[src/rtl/local_memory_arbiter_pkg.sv]
// Shared constants, port encodings and arbitration helpers for the local
// memory arbiter; plays the role of global.h for this block.
package local_memory_arbiter_pkg;

  localparam int unsigned LMEM_W_WIDTH = 16;
  localparam int unsigned LMEM_W_ADDR  = 8;
  localparam int unsigned LMEM_RD_LAT  = 1;
  localparam int unsigned BURST_CNT_W  = 3;

  typedef enum logic {
    PORT_A = 1'b0,
    PORT_B = 1'b1
  } port_e;

  typedef struct packed {
    logic  valid;
    port_e port;
  } rd_tag_t;

  function automatic port_e other_port(input port_e p);
    return (p == PORT_A) ? PORT_B : PORT_A;
  endfunction

  // One round-robin decision: a lone requester wins, a tie goes away from last.
  function automatic port_e rr_pick(input logic a_req, input logic b_req,
                                    input port_e last);
    if (a_req && b_req) return other_port(last);
    if (a_req) return PORT_A;
    return PORT_B;
  endfunction

endpackage

[src/rtl/local_memory_arbiter_rd_tag_pipe.sv]
// lmem_rd_tag_pipe: {valid, port} shift register that tracks reads in flight
// so each memory word is steered back to the requester that issued it.
module lmem_rd_tag_pipe
  import local_memory_arbiter_pkg::*;
#(
  parameter int unsigned DEPTH = 2
) (
  input  logic    clk_i,
  input  logic    clr_i,
  input  rd_tag_t tag_i,
  output rd_tag_t tag_o
);

  rd_tag_t stage_q [DEPTH];

  always_ff @(posedge clk_i) begin
    if (clr_i) begin
      for (int unsigned i = 0; i < DEPTH; i++) begin
        stage_q[i] <= '0;
      end
    end else begin
      stage_q[0] <= tag_i;
      for (int unsigned i = 1; i < DEPTH; i++) begin
        stage_q[i] <= stage_q[i-1];
      end
    end
  end

  assign tag_o = stage_q[DEPTH-1];

endmodule

[src/rtl/local_memory_arbiter.sv]
// Two-port round-robin arbiter/sequencer in front of the split local memory.
// Optional feature: define LMEM_ARB_BURST_EN for owner bursts of up to MAX_BURST beats.
module local_memory_arbiter
  import local_memory_arbiter_pkg::*;
#(
  parameter int unsigned W_WIDTH   = LMEM_W_WIDTH,
  parameter int unsigned W_ADDR    = LMEM_W_ADDR,
  parameter int unsigned RD_LAT    = LMEM_RD_LAT,
  parameter int unsigned MAX_BURST = 4
) (
  input  logic               MCLK,
  input  logic               RST,
  input  logic               a_req,
  input  logic               a_we,
  input  logic [W_ADDR-1:0]  a_addr,
  input  logic [W_WIDTH-1:0] a_wdata,
  output logic               a_gnt,
  output logic               a_rvalid,
  output logic [W_WIDTH-1:0] a_rdata,
  input  logic               b_req,
  input  logic               b_we,
  input  logic [W_ADDR-1:0]  b_addr,
  input  logic [W_WIDTH-1:0] b_wdata,
  output logic               b_gnt,
  output logic               b_rvalid,
  output logic [W_WIDTH-1:0] b_rdata,
  output logic [W_WIDTH-1:0] mem_data,
  output logic [W_ADDR-1:0]  mem_wraddress,
  output logic [W_ADDR-1:0]  mem_rdaddress,
  output logic               mem_wren,
  input  logic [W_WIDTH-1:0] mem_q
);

  port_e              last_q, last_d;
  port_e              winner;
  logic               accept;
  logic               sel_we;
  logic [W_ADDR-1:0]  sel_addr;
  logic [W_WIDTH-1:0] sel_wdata;

  logic               wren_q, wren_d;
  logic [W_ADDR-1:0]  wraddr_q, wraddr_d;
  logic [W_ADDR-1:0]  rdaddr_q, rdaddr_d;
  logic [W_WIDTH-1:0] wdata_q, wdata_d;

  rd_tag_t            tag_in, tag_out;
  logic               a_hit, b_hit;
  logic [W_WIDTH-1:0] a_rdata_q, a_rdata_d;
  logic [W_WIDTH-1:0] b_rdata_q, b_rdata_d;

  assign accept = (a_req || b_req) && !RST;

`ifdef LMEM_ARB_BURST_EN
  localparam logic [BURST_CNT_W-1:0] BURST_LIM = BURST_CNT_W'(MAX_BURST);

  logic [BURST_CNT_W-1:0] cnt_q, cnt_d;
  logic                   owner_hold;

  // A zero count means no current owner, so the plain round-robin rule applies.
  always_comb begin
    owner_hold = (cnt_q != '0) && (cnt_q < BURST_LIM);
    winner     = (a_req && b_req && owner_hold) ? last_q
                                                : rr_pick(a_req, b_req, last_q);
  end

  always_comb begin
    cnt_d = '0;
    if (accept) begin
      if (winner != last_q) begin
        cnt_d = BURST_CNT_W'(1);
      end else if (cnt_q != '1) begin
        cnt_d = cnt_q + BURST_CNT_W'(1);
      end else begin
        cnt_d = cnt_q;
      end
    end
  end

  always_ff @(posedge MCLK) begin
    if (RST) begin
      cnt_q <= '0;
    end else begin
      cnt_q <= cnt_d;
    end
  end
`else
  assign winner = rr_pick(a_req, b_req, last_q);
`endif

  assign a_gnt = accept && (winner == PORT_A);
  assign b_gnt = accept && (winner == PORT_B);

  always_comb begin
    sel_we    = b_we;
    sel_addr  = b_addr;
    sel_wdata = b_wdata;
    if (winner == PORT_A) begin
      sel_we    = a_we;
      sel_addr  = a_addr;
      sel_wdata = a_wdata;
    end
  end

  // Address/data registers only move on the kind of access that uses them.
  always_comb begin
    last_d   = last_q;
    wren_d   = 1'b0;
    wraddr_d = wraddr_q;
    wdata_d  = wdata_q;
    rdaddr_d = rdaddr_q;
    if (accept) begin
      last_d = winner;
      if (sel_we) begin
        wren_d   = 1'b1;
        wraddr_d = sel_addr;
        wdata_d  = sel_wdata;
      end else begin
        rdaddr_d = sel_addr;
      end
    end
  end

  always_ff @(posedge MCLK) begin
    if (RST) begin
      last_q   <= PORT_B;
      wren_q   <= 1'b0;
      wraddr_q <= '0;
      wdata_q  <= '0;
      rdaddr_q <= '0;
    end else begin
      last_q   <= last_d;
      wren_q   <= wren_d;
      wraddr_q <= wraddr_d;
      wdata_q  <= wdata_d;
      rdaddr_q <= rdaddr_d;
    end
  end

  assign mem_wren      = wren_q;
  assign mem_wraddress = wraddr_q;
  assign mem_data      = wdata_q;
  assign mem_rdaddress = rdaddr_q;

  always_comb begin
    tag_in       = '0;
    tag_in.valid = accept && !sel_we;
    tag_in.port  = winner;
  end

  lmem_rd_tag_pipe #(
    .DEPTH (1 + RD_LAT)
  ) u_tag_pipe (
    .clk_i (MCLK),
    .clr_i (RST),
    .tag_i (tag_in),
    .tag_o (tag_out)
  );

  // mem_q is passed straight through on the tagged cycle and remembered for later.
  assign a_hit     = tag_out.valid && (tag_out.port == PORT_A) && !RST;
  assign b_hit     = tag_out.valid && (tag_out.port == PORT_B) && !RST;
  assign a_rdata_d = a_hit ? mem_q : a_rdata_q;
  assign b_rdata_d = b_hit ? mem_q : b_rdata_q;

  always_ff @(posedge MCLK) begin
    if (RST) begin
      a_rdata_q <= '0;
      b_rdata_q <= '0;
    end else begin
      a_rdata_q <= a_rdata_d;
      b_rdata_q <= b_rdata_d;
    end
  end

  assign a_rvalid = a_hit;
  assign b_rvalid = b_hit;
  assign a_rdata  = a_rdata_d;
  assign b_rdata  = b_rdata_d;

endmodule

[config.mk]
export PLATFORM = sky130hd
export DESIGN_NAME = local_memory_arbiter
export DESIGN_NICKNAME = d
export VERILOG_FILES = /design/src/rtl/local_memory_arbiter_pkg.sv /design/src/rtl/local_memory_arbiter_rd_tag_pipe.sv /design/src/rtl/local_memory_arbiter.sv
export SDC_FILE = /design/constraint.sdc
export NUM_CORES = 1
export LEC_CHECK = 0
export CAP_MARGIN = 20
export CELL_PAD_IN_SITES_DETAIL_PLACEMENT = 0
export CELL_PAD_IN_SITES_GLOBAL_PLACEMENT = 1
export CORE_ASPECT_RATIO = 0.75
export CORE_MARGIN = 2
export CORE_UTILIZATION = 46
export CTS_CLUSTER_SIZE = 30
export DETAILED_ROUTE_END_ITERATION = 16
export DONT_BUFFER_PORTS = 1
export HOLD_SLACK_MARGIN = 0.12
export PLACE_DENSITY_LB_ADDON = 0.3
export SETUP_SLACK_MARGIN = 0.2
export SLEW_MARGIN = 30
export SYNTH_ARGS = -nofsm -noshare
export SYNTH_HDL_FRONTEND = slang
export SYNTH_SLANG_ARGS = --single-unit
[constraint.sdc]
create_clock -name MCLK -period 2 [get_ports MCLK]
set_input_delay 0.4 -clock MCLK [delete_from_list [all_inputs] [get_ports MCLK]]
set_output_delay 0.4 -clock MCLK [all_outputs]
set_load 0.02 [all_outputs]
## Word-level counts from Yosys, hierarchy flattened

Memories as Yosys holds them, arrays and structs flattened.
Index checks and enable logic that the tools add are counted.
W data, S select, Z words.

- Memory bits (read-only): 0
- Output and inout port bits: 69
- Memories kept: 1
- Memory bits (writable): 4
- Register bits: 66
- Bits in latches: 0

- Shifts and indexed selects: 0
- Magnitude comparators: 0
- Reduce and logical (&&, ||, !) cells: 15
- Bitwise logic cells: 6
- Add/subtract/negate cells: 0
- Equal/unequal tests: 0
- Multiply operators: 0
- Divide/modulo/power cells: 0
- Multiplexer cells: 19

Memories:

| memory | depth | bits a word | read ports | clocked after Yosys merged registers in | wr ports | RTL line | source |
|---|---|---|---|---|---|---|---|
| u_tag_pipe.stage_q | 2 | 2 | 2 | 0 | 2 | local_memory_arbiter_rd_tag_pipe.sv:14 | `rd_tag_t stage_q [DEPTH];` |

Operators with widths:

| operator | count |
|---|---|
| $mux W16 | 3 |
| $mux W1 | 13 |
| $logic_and A1 B1 Y1 | 9 |
| $mux W8 | 1 |
| $mux W2 | 2 |
| $not A1 Y1 | 4 |
| $reduce_and A2 Y1 | 2 |
| $logic_not A1 Y1 | 2 |
| $or A1 B1 Y1 | 2 |
| $reduce_or A2 Y1 | 1 |
| $logic_or A1 B1 Y1 | 1 |

## Depth between registers and ports, before layout

Gate-level depths: netlist of run 1.

- Depth in word-level cells: 9
- Depth in mapped cells: 6

## Hierarchy

Synthesis of run 1 repeated with hierarchy kept, for this count alone.

- Cells, all modules: 283
- Area total of the unflattened synthesis: 2,997.9 µm²

By module, submodules not included:

| module | cells an instance | area an instance (µm²) | instances |
|---|---|---|---|
| local_memory_arbiter | 273 | 2,877.8 | 1 |
| lmem_rd_tag_pipe | 10 | 120.1 | 1 |

## Least setup slack after synthesis of run 1

No wires, ideal clock.

- Kind: in2out
- From: input RST
- To: output a_rdata[10]
- Slack: 0.278 ns
- Buffers on the path: 1
- Arrival: 1.322 ns
- Stages on the path: 3
- Path through: nor3b_4 > buf_12 > mux2_4

- Longest elaborated chain between the ends: 3

Ends and longest elaborated chain:

| what | RTL line | source |
|---|---|---|
| start: declaration | local_memory_arbiter.sv:12 | `input logic RST,` |
| $logic_not A1 Y1 | local_memory_arbiter.sv:160 | `assign a_hit = tag_out.valid && (tag_out.port == PORT_A) && !RST;` |
| $logic_and A1 B1 Y1 | local_memory_arbiter.sv:160 |  |
| net a_rvalid | local_memory_arbiter.sv:18 | `output logic a_rvalid,` |
| $mux W16 | local_memory_arbiter.sv:162 | `assign a_rdata_d = a_hit ? mem_q : a_rdata_q;` |
| end: declaration | local_memory_arbiter.sv:19 | `output logic [W_WIDTH-1:0] a_rdata,` |

The timed path passes the listed nets, and every way through them passes these cells.

==> out/metrics.yaml, run 1 <==
run_status:
  status: "finished clean"
final_layout:
  final_layout_size_suffix_gt1_share_pct: 25.7
  fillers: 568
  area_growth_pct: 17.6
  antenna_cells: 0
  layout.nets: 357
placed_design:
  numPortBuffers: 0
  place.gp.congestion: 0.654
  hpwl_mm: 4.01
  place_ws_ns: 0.338
timing:
  maxSlewHeadroom_pct: 67.5
  rsz0062_at_grt: "true"
  hold_violations: 0
  tightestPinTransition_ns: 0.485
  holdWs_ns: 0.148
  tns_ns: 0
  clock_skew_ns: 0.00921
  fin_crit_sh_pct: 99.8
  finalSetupViolCount: 0
  clock.fmax_mhz: 501
  min_period_ns: 2.00
  maxSlewViolCount: 0
  final.setup.worst_slack_ns: 0.00412
floorplanning:
  dieArea_um2: 7090
  dieHeight_um: 73.4
  initial_utilization_pct: 47.2
  ios: 139
  rows: 25
  fp.dieW_um: 96.6
  core_area_um2: 6260
logic_synthesis:
  yosys.area.top_type: "dfxtp_1"
  ys_ff_latch: 70
  yosysUniqueCellTypes: 28
  synthCells: 279
  ys_seq_area_share_pct: 47.4
  syn_area_um2: 2960
  yosysTopAreaCellShare_pct: 47.4
  synthesis.nets: 349
  synth.area.top_cells: "dfxtp_1 (47%), mux2_2 (8.4%), nor2b_1 (5.7%), mux2i_1 (5.4%), mux2_4 (4.6%)"
  yosysWarningCount: 0
  avgSynthCellArea_um2: 10.6
critical_path:
  end_kind: "output port"
  ff2ff_path_depth: 4
  cp_num_cells: 4
  r2r_end: "u_tag_pipe.stage_q[0][0]"
  reg2reg_from: "last_q"
  slowest_delay_ns: 0.35
  reg2reg_slack_ns: 0.37
  endpoint: "a_rdata[7]"
  path_class: "flop to output port"
  path_delay_family: "flip-flops"
  crit_fanout: 7
  cp_slowest_cell: "dfxtp_2"
  critPathLaunch: "u_tag_pipe.stage_q[0][3]"
  path_cells: "nor3b_4 > buf_6 > buf_16 > mux2_4"
  cp_num_buf_inv: 2
  critPathLaunchType: "flop"
  crit_required_ns: 1.60
  cp_data_arrival_time_ns: 1.60
routing:
  wl_mm: 6.62
  dr.pass1.iters: 4
  dr_total_vias: 1990
  ant_nets: 0
  post-route-drc-count: 0
  drt_iter0_markers: 48
  viasPerCell: 5.34
  wl_per_cell_um: 17.7
global_route:
  antenna_found_initial: 0
  gr-usage-all-layers_pct: 17.2
  grt_pass1_vias: 1891
  grt_overflow: 0
  grt_max_degree: 76
  grt_pass1_wl_mm: 9.01
cts:
  cts_root_buf: "clkbuf_8"
  cts_max_level: 3
  cts_tree: "built"
  numClockSinks: 70
  clockBufferDepth: 2
  cts_buffers: 9
  clk_pin_slew_ns: 0.07
  clock_latency_ns: 0.34
power_and_ir_drop:
  p_per_area_nw_per_um2: 901
  p_leak_uw: 0.00155
  irDropWorstVdd_mv: 0.414
job:
  cap_viol_max_count: 0
worst_hold_path:
  hold_class: "input port to flop"
-- layout make-up --
| type | instances | area, µm² | share of cell area (%) |
|---|---|---|---|
| clock inverters | 6 | 93.8 | 2.70 |
| well taps | 81 | 101 | 2.92 |
| clock buffers | 10 | 128 | 3.67 |
| flip-flops and latches | 70 | 1410 | 40.5 |
| repair buffers | 17 | 240 | 6.91 |
| multi-input cells | 187 | 1500 | 43.1 |
| inverters | 2 | 7.51 | 0.216 |
-- per-stage QoR --
step / total power (µW) / util [%] / cell area [µm²] / std cells
global placement: 1880 / 47.4 / 2970 / 345
CTS: 3150 / 53.7 / 3360 / 367
finish: 3130 / 55.6 / 3480 / 373
floorplan: 1860 / - / 2960 / 279
global route: 3270 / 55.6 / 3480 / 373
detailed placement: 1880 / 47.4 / 2970 / 345
-- routing by layer --
metal / global-route usage, % / share of wire [%]
met2: 27.7 / 46
met4: 5.79 / 1.2
met3: 9.85 / 9.4
met5: 0 / 0
met1: 19.2 / 43
-- placed cells by master, fill, tap and decap left out, types with 2 or more instances in the layout --
cell and count:
a211oi_1 3, buf_12 3, buf_4 4, dlygate4sd3_1 5, a211oi_2 5, mux2i_1 16, bufinv_16 2, nor2_1 27
clkinv_4 2, nor2b_1 26, dfxtp_1 68, clkbuf_8 9, a311oi_1 15, inv_1 2, mux2_4 32, nand2_1 34
nand2b_1 9, clkbuf_16 2, and2b_1 9, buf_6 2
-- state kept, by name, indices dropped and copies added, names as in the netlist --
register / count
a_rdata_q: 16
b_rdata_q: 16
mem_data: 16
mem_rdaddress: 8
mem_wraddress: 8
u_tag_pipe.stage_q: 4
last_q: 1
mem_wren: 1
-- repair_timing --
| action | 4_1_cts | 5_1_grt |
|---|---|---|
| resized for setup | 29 | 3 |
| cloned | 1 | 2 |
| endpoints found under the hold margin | 50 | 32 |
| pin swaps | 1 | 1 |
| hold buffers | 3 | 3 |
| endpoints found under the setup margin | 32 | 35 |
| setup buffers | 2 | 1 |
-- worst min path at each step --
stage                     slack, ns  cells past startpoint                        to                     start
after detailed placement       0.43                      1  u_tag_pipe.stage_q[0][2]  u_tag_pipe.stage_q[0][0]
after floorplan                0.41                      1  u_tag_pipe.stage_q[0][2]  u_tag_pipe.stage_q[0][0]
after global placement         0.43                      1  u_tag_pipe.stage_q[0][3]  u_tag_pipe.stage_q[0][1]
after CTS                      0.09                      1          mem_wraddress[2]                       RST
after global routing           0.12                      1               mem_data[7]                       RST
final                          0.15                      1               mem_data[7]                       RST
-- logic make-up (layout without fill, tap and decap cells) --
logic type,Yosys count,in the layout,synth area share (%)
flops,70,70,47.4
compound gates,28,28,9.02
buf+inv,22,35,4.95
mux,48,48,18.8
simple gates,111,111,19.9
-- power breakdown --
part	internal [µW]	total, µW	switching [µW]
logic	136	298	162
registers	1470	1590	124
clock network	711	1240	529
-- cell usage after synthesis, drive strengths merged --
library cell  instances
and2b                 9
mux2i                16
buf                  13
nor2                 28
nand3b                1
and2                  1
nand2b               10
a22oi                 1
inv                   2
a311oi               16
a21boi                1
clkbuf                7
dfxtp                70
o21ai                 1
mux2                 32
nand2                34
a32o                  1
nor2b                27
a211oi                8
nor3b                 1
Power figures use the tool's default switching activity.
==> inputs of run 2 (changes only) <==
--- a/config.mk
+++ b/config.mk
@@ -9,7 +9,6 @@
 export CELL_PAD_IN_SITES_DETAIL_PLACEMENT = 0
 export CELL_PAD_IN_SITES_GLOBAL_PLACEMENT = 1
 export CORE_ASPECT_RATIO = 0.75
-export CORE_MARGIN = 2
 export CORE_UTILIZATION = 46
 export CTS_CLUSTER_SIZE = 30
 export DETAILED_ROUTE_END_ITERATION = 16
==> run 2 against run 1 <==
Hold slack better by 0.022 ns. Worst setup slack improved by 0.013 ns. Cell count down 0.54%. Flip-flop and latch count did not move. Clock power shrank 10%. Via count is 1.1% lower. Register-to-register slack better by 0.12 ns. Die area decreased by 4.7%. Routed wire length down 0.91%. Power fell by 4.2%. Critical endpoint unchanged. Largest cell class unchanged.
==> out/metrics.yaml, run 2 (synthesis results as in run 1) <==
placed_design:
  place.gp.congestion: 0.687
  hpwl_mm: 3.92
  place_ws_ns: 0.338
  numPortBuffers: 0
global_route:
  grt_overflow: 0
  grt_max_degree: 49
  antenna_found_initial: 0
  grt_pass1_vias: 2000
  grt_pass1_wl_mm: 9.80
  gr-usage-all-layers_pct: 19.4
timing:
  hold_violations: 0
  tightestPinTransition_ns: 0.453
  fin_crit_sh_pct: 99.1
  finalSetupViolCount: 0
  min_period_ns: 1.98
  maxSlewHeadroom_pct: 69.7
  clock.fmax_mhz: 504
  maxSlewViolCount: 0
  rsz0062_at_grt: "true"
  clock_skew_ns: 0.00679
  holdWs_ns: 0.170
  final.setup.worst_slack_ns: 0.0172
cts:
  clk_pin_slew_ns: 0.08
  cts_buffers: 9
  clock_latency_ns: 0.34
  numClockSinks: 70
  clockBufferDepth: 2
  cts_max_level: 3
  cts_tree: "built"
  cts_root_buf: "clkbuf_8"
routing:
  post-route-drc-count: 0
  ant_nets: 0
  dr_total_vias: 1969
  viasPerCell: 5.31
  wl_per_cell_um: 17.7
  wl_mm: 6.56
  drt_iter0_markers: 60
  dr.pass1.iters: 4
final_layout:
  multi_input_area_um2: 1490
  layout.nets: 358
  layout_commonest_cell: "dfxtp_1"
  final_layout_size_suffix_gt1_share_pct: 27.0
  regArea_um2: 1410
  final_cell_mix: "dfxtp_1 (68), nand2_1 (34), mux2_4 (32)"
  area_growth_pct: 16.8
  fillers: 539
  antenna_cells: 0
job:
  cap_viol_max_count: 0
critical_path:
  path_cells: "nor3b_4 > buf_6 > buf_16 > mux2_4"
  end_kind: "output port"
  crit_fanout: 7
  cp_num_buf_inv: 2
  critPathLaunchType: "flop"
  cp_data_arrival_time_ns: 1.58
  cp_slowest_cell: "dfxtp_4"
  path_delay_family: "flip-flops"
  path_class: "flop to output port"
  crit_required_ns: 1.60
  slowest_delay_ns: 0.35
power_and_ir_drop:
  power.share.switching_pct: 27.4
  irDropWorstVdd_mv: 0.470
  p_per_area_nw_per_um2: 869
  pwr-share-clk_pct: 37.0
  p_sw_uw: 820
  internal-power_uw: 2180
  seqPwrFrac_pct: 53.0
  pwr-share-comb_pct: 9.9
  p_leak_uw: 0.00153
floorplanning:
  dieHeight_um: 71.4
  rows: 24
  ios: 139
  fp.dieW_um: 94.6
  core_area_um2: 6010
  initial_utilization_pct: 49.2
  dieArea_um2: 6750
run_status:
  status: "finished clean"
worst_hold_path:
  hold_class: "input port to flop"
-- run 2: power groups by stage --
stage	registers, µW	logic (µW)	clock network, µW
after CTS	1590	295	1150
final	1590	297	1110
after floorplan	1610	254	0
after global placement	1630	251	0
after detailed placement	1630	257	0
after global routing	1600	332	1210
-- run 2: layer usage --
layer	global-route usage, %	vias up	part of all wire, %
met1	24.7	912	47
met4	7.58	0	1.6
li1	-	965	-
met5	0	-	0
met2	29.6	83	42
met3	7.86	9	9.6
-- run 2: cell type report --
cell class	count	area share [%]
Multi-Input combinational cell	187	43.3
Sequential cell	70	40.8
Timing Repair Buffer	18	7.07
Clock buffer	9	3.59
Tap cell	78	2.83
Clock inverter	7	2.10
Inverter	2	0.363
-- run 2: what timing repair did --
| item | CTS | global route |
|---|---|---|
| hold endpoints to repair | 48 | 1 |
| resized for setup | 33 | 1 |
| setup endpoints to repair | 32 | 33 |
| hold buffers | 2 | 1 |
| pin swaps | 1 | 1 |
| buffers inserted | 4 | 3 |
| gates cloned | 1 | 2 |
-- run 2: final timing paths --
kind	to	slack, ns	cells past startpoint	start
hold reg to reg	u_tag_pipe.stage_q[0][2]	0.44	1	u_tag_pipe.stage_q[0][0]
hold / removal	last_q	0.17	1	RST
setup reg to reg	a_rdata_q[9]	0.49	5	u_tag_pipe.stage_q[0][2]
setup / recovery	a_rdata[7]	0.02	4	u_tag_pipe.stage_q[0][2]
-- run 2: per-stage QoR --
step                      cells  setup TNS, ns  power, µW  cell area, µm²  utilization [%]
final                       371              0       3000            3450             57.5
after global routing        371         -0.283       3150            3450             57.5
after floorplan             279              0       1860            2960                -
after detailed placement    342              0       1880            2960             49.4
after global placement      342              0       1880            2960             49.4
after CTS                   365       -0.00715       3040            3350             55.8
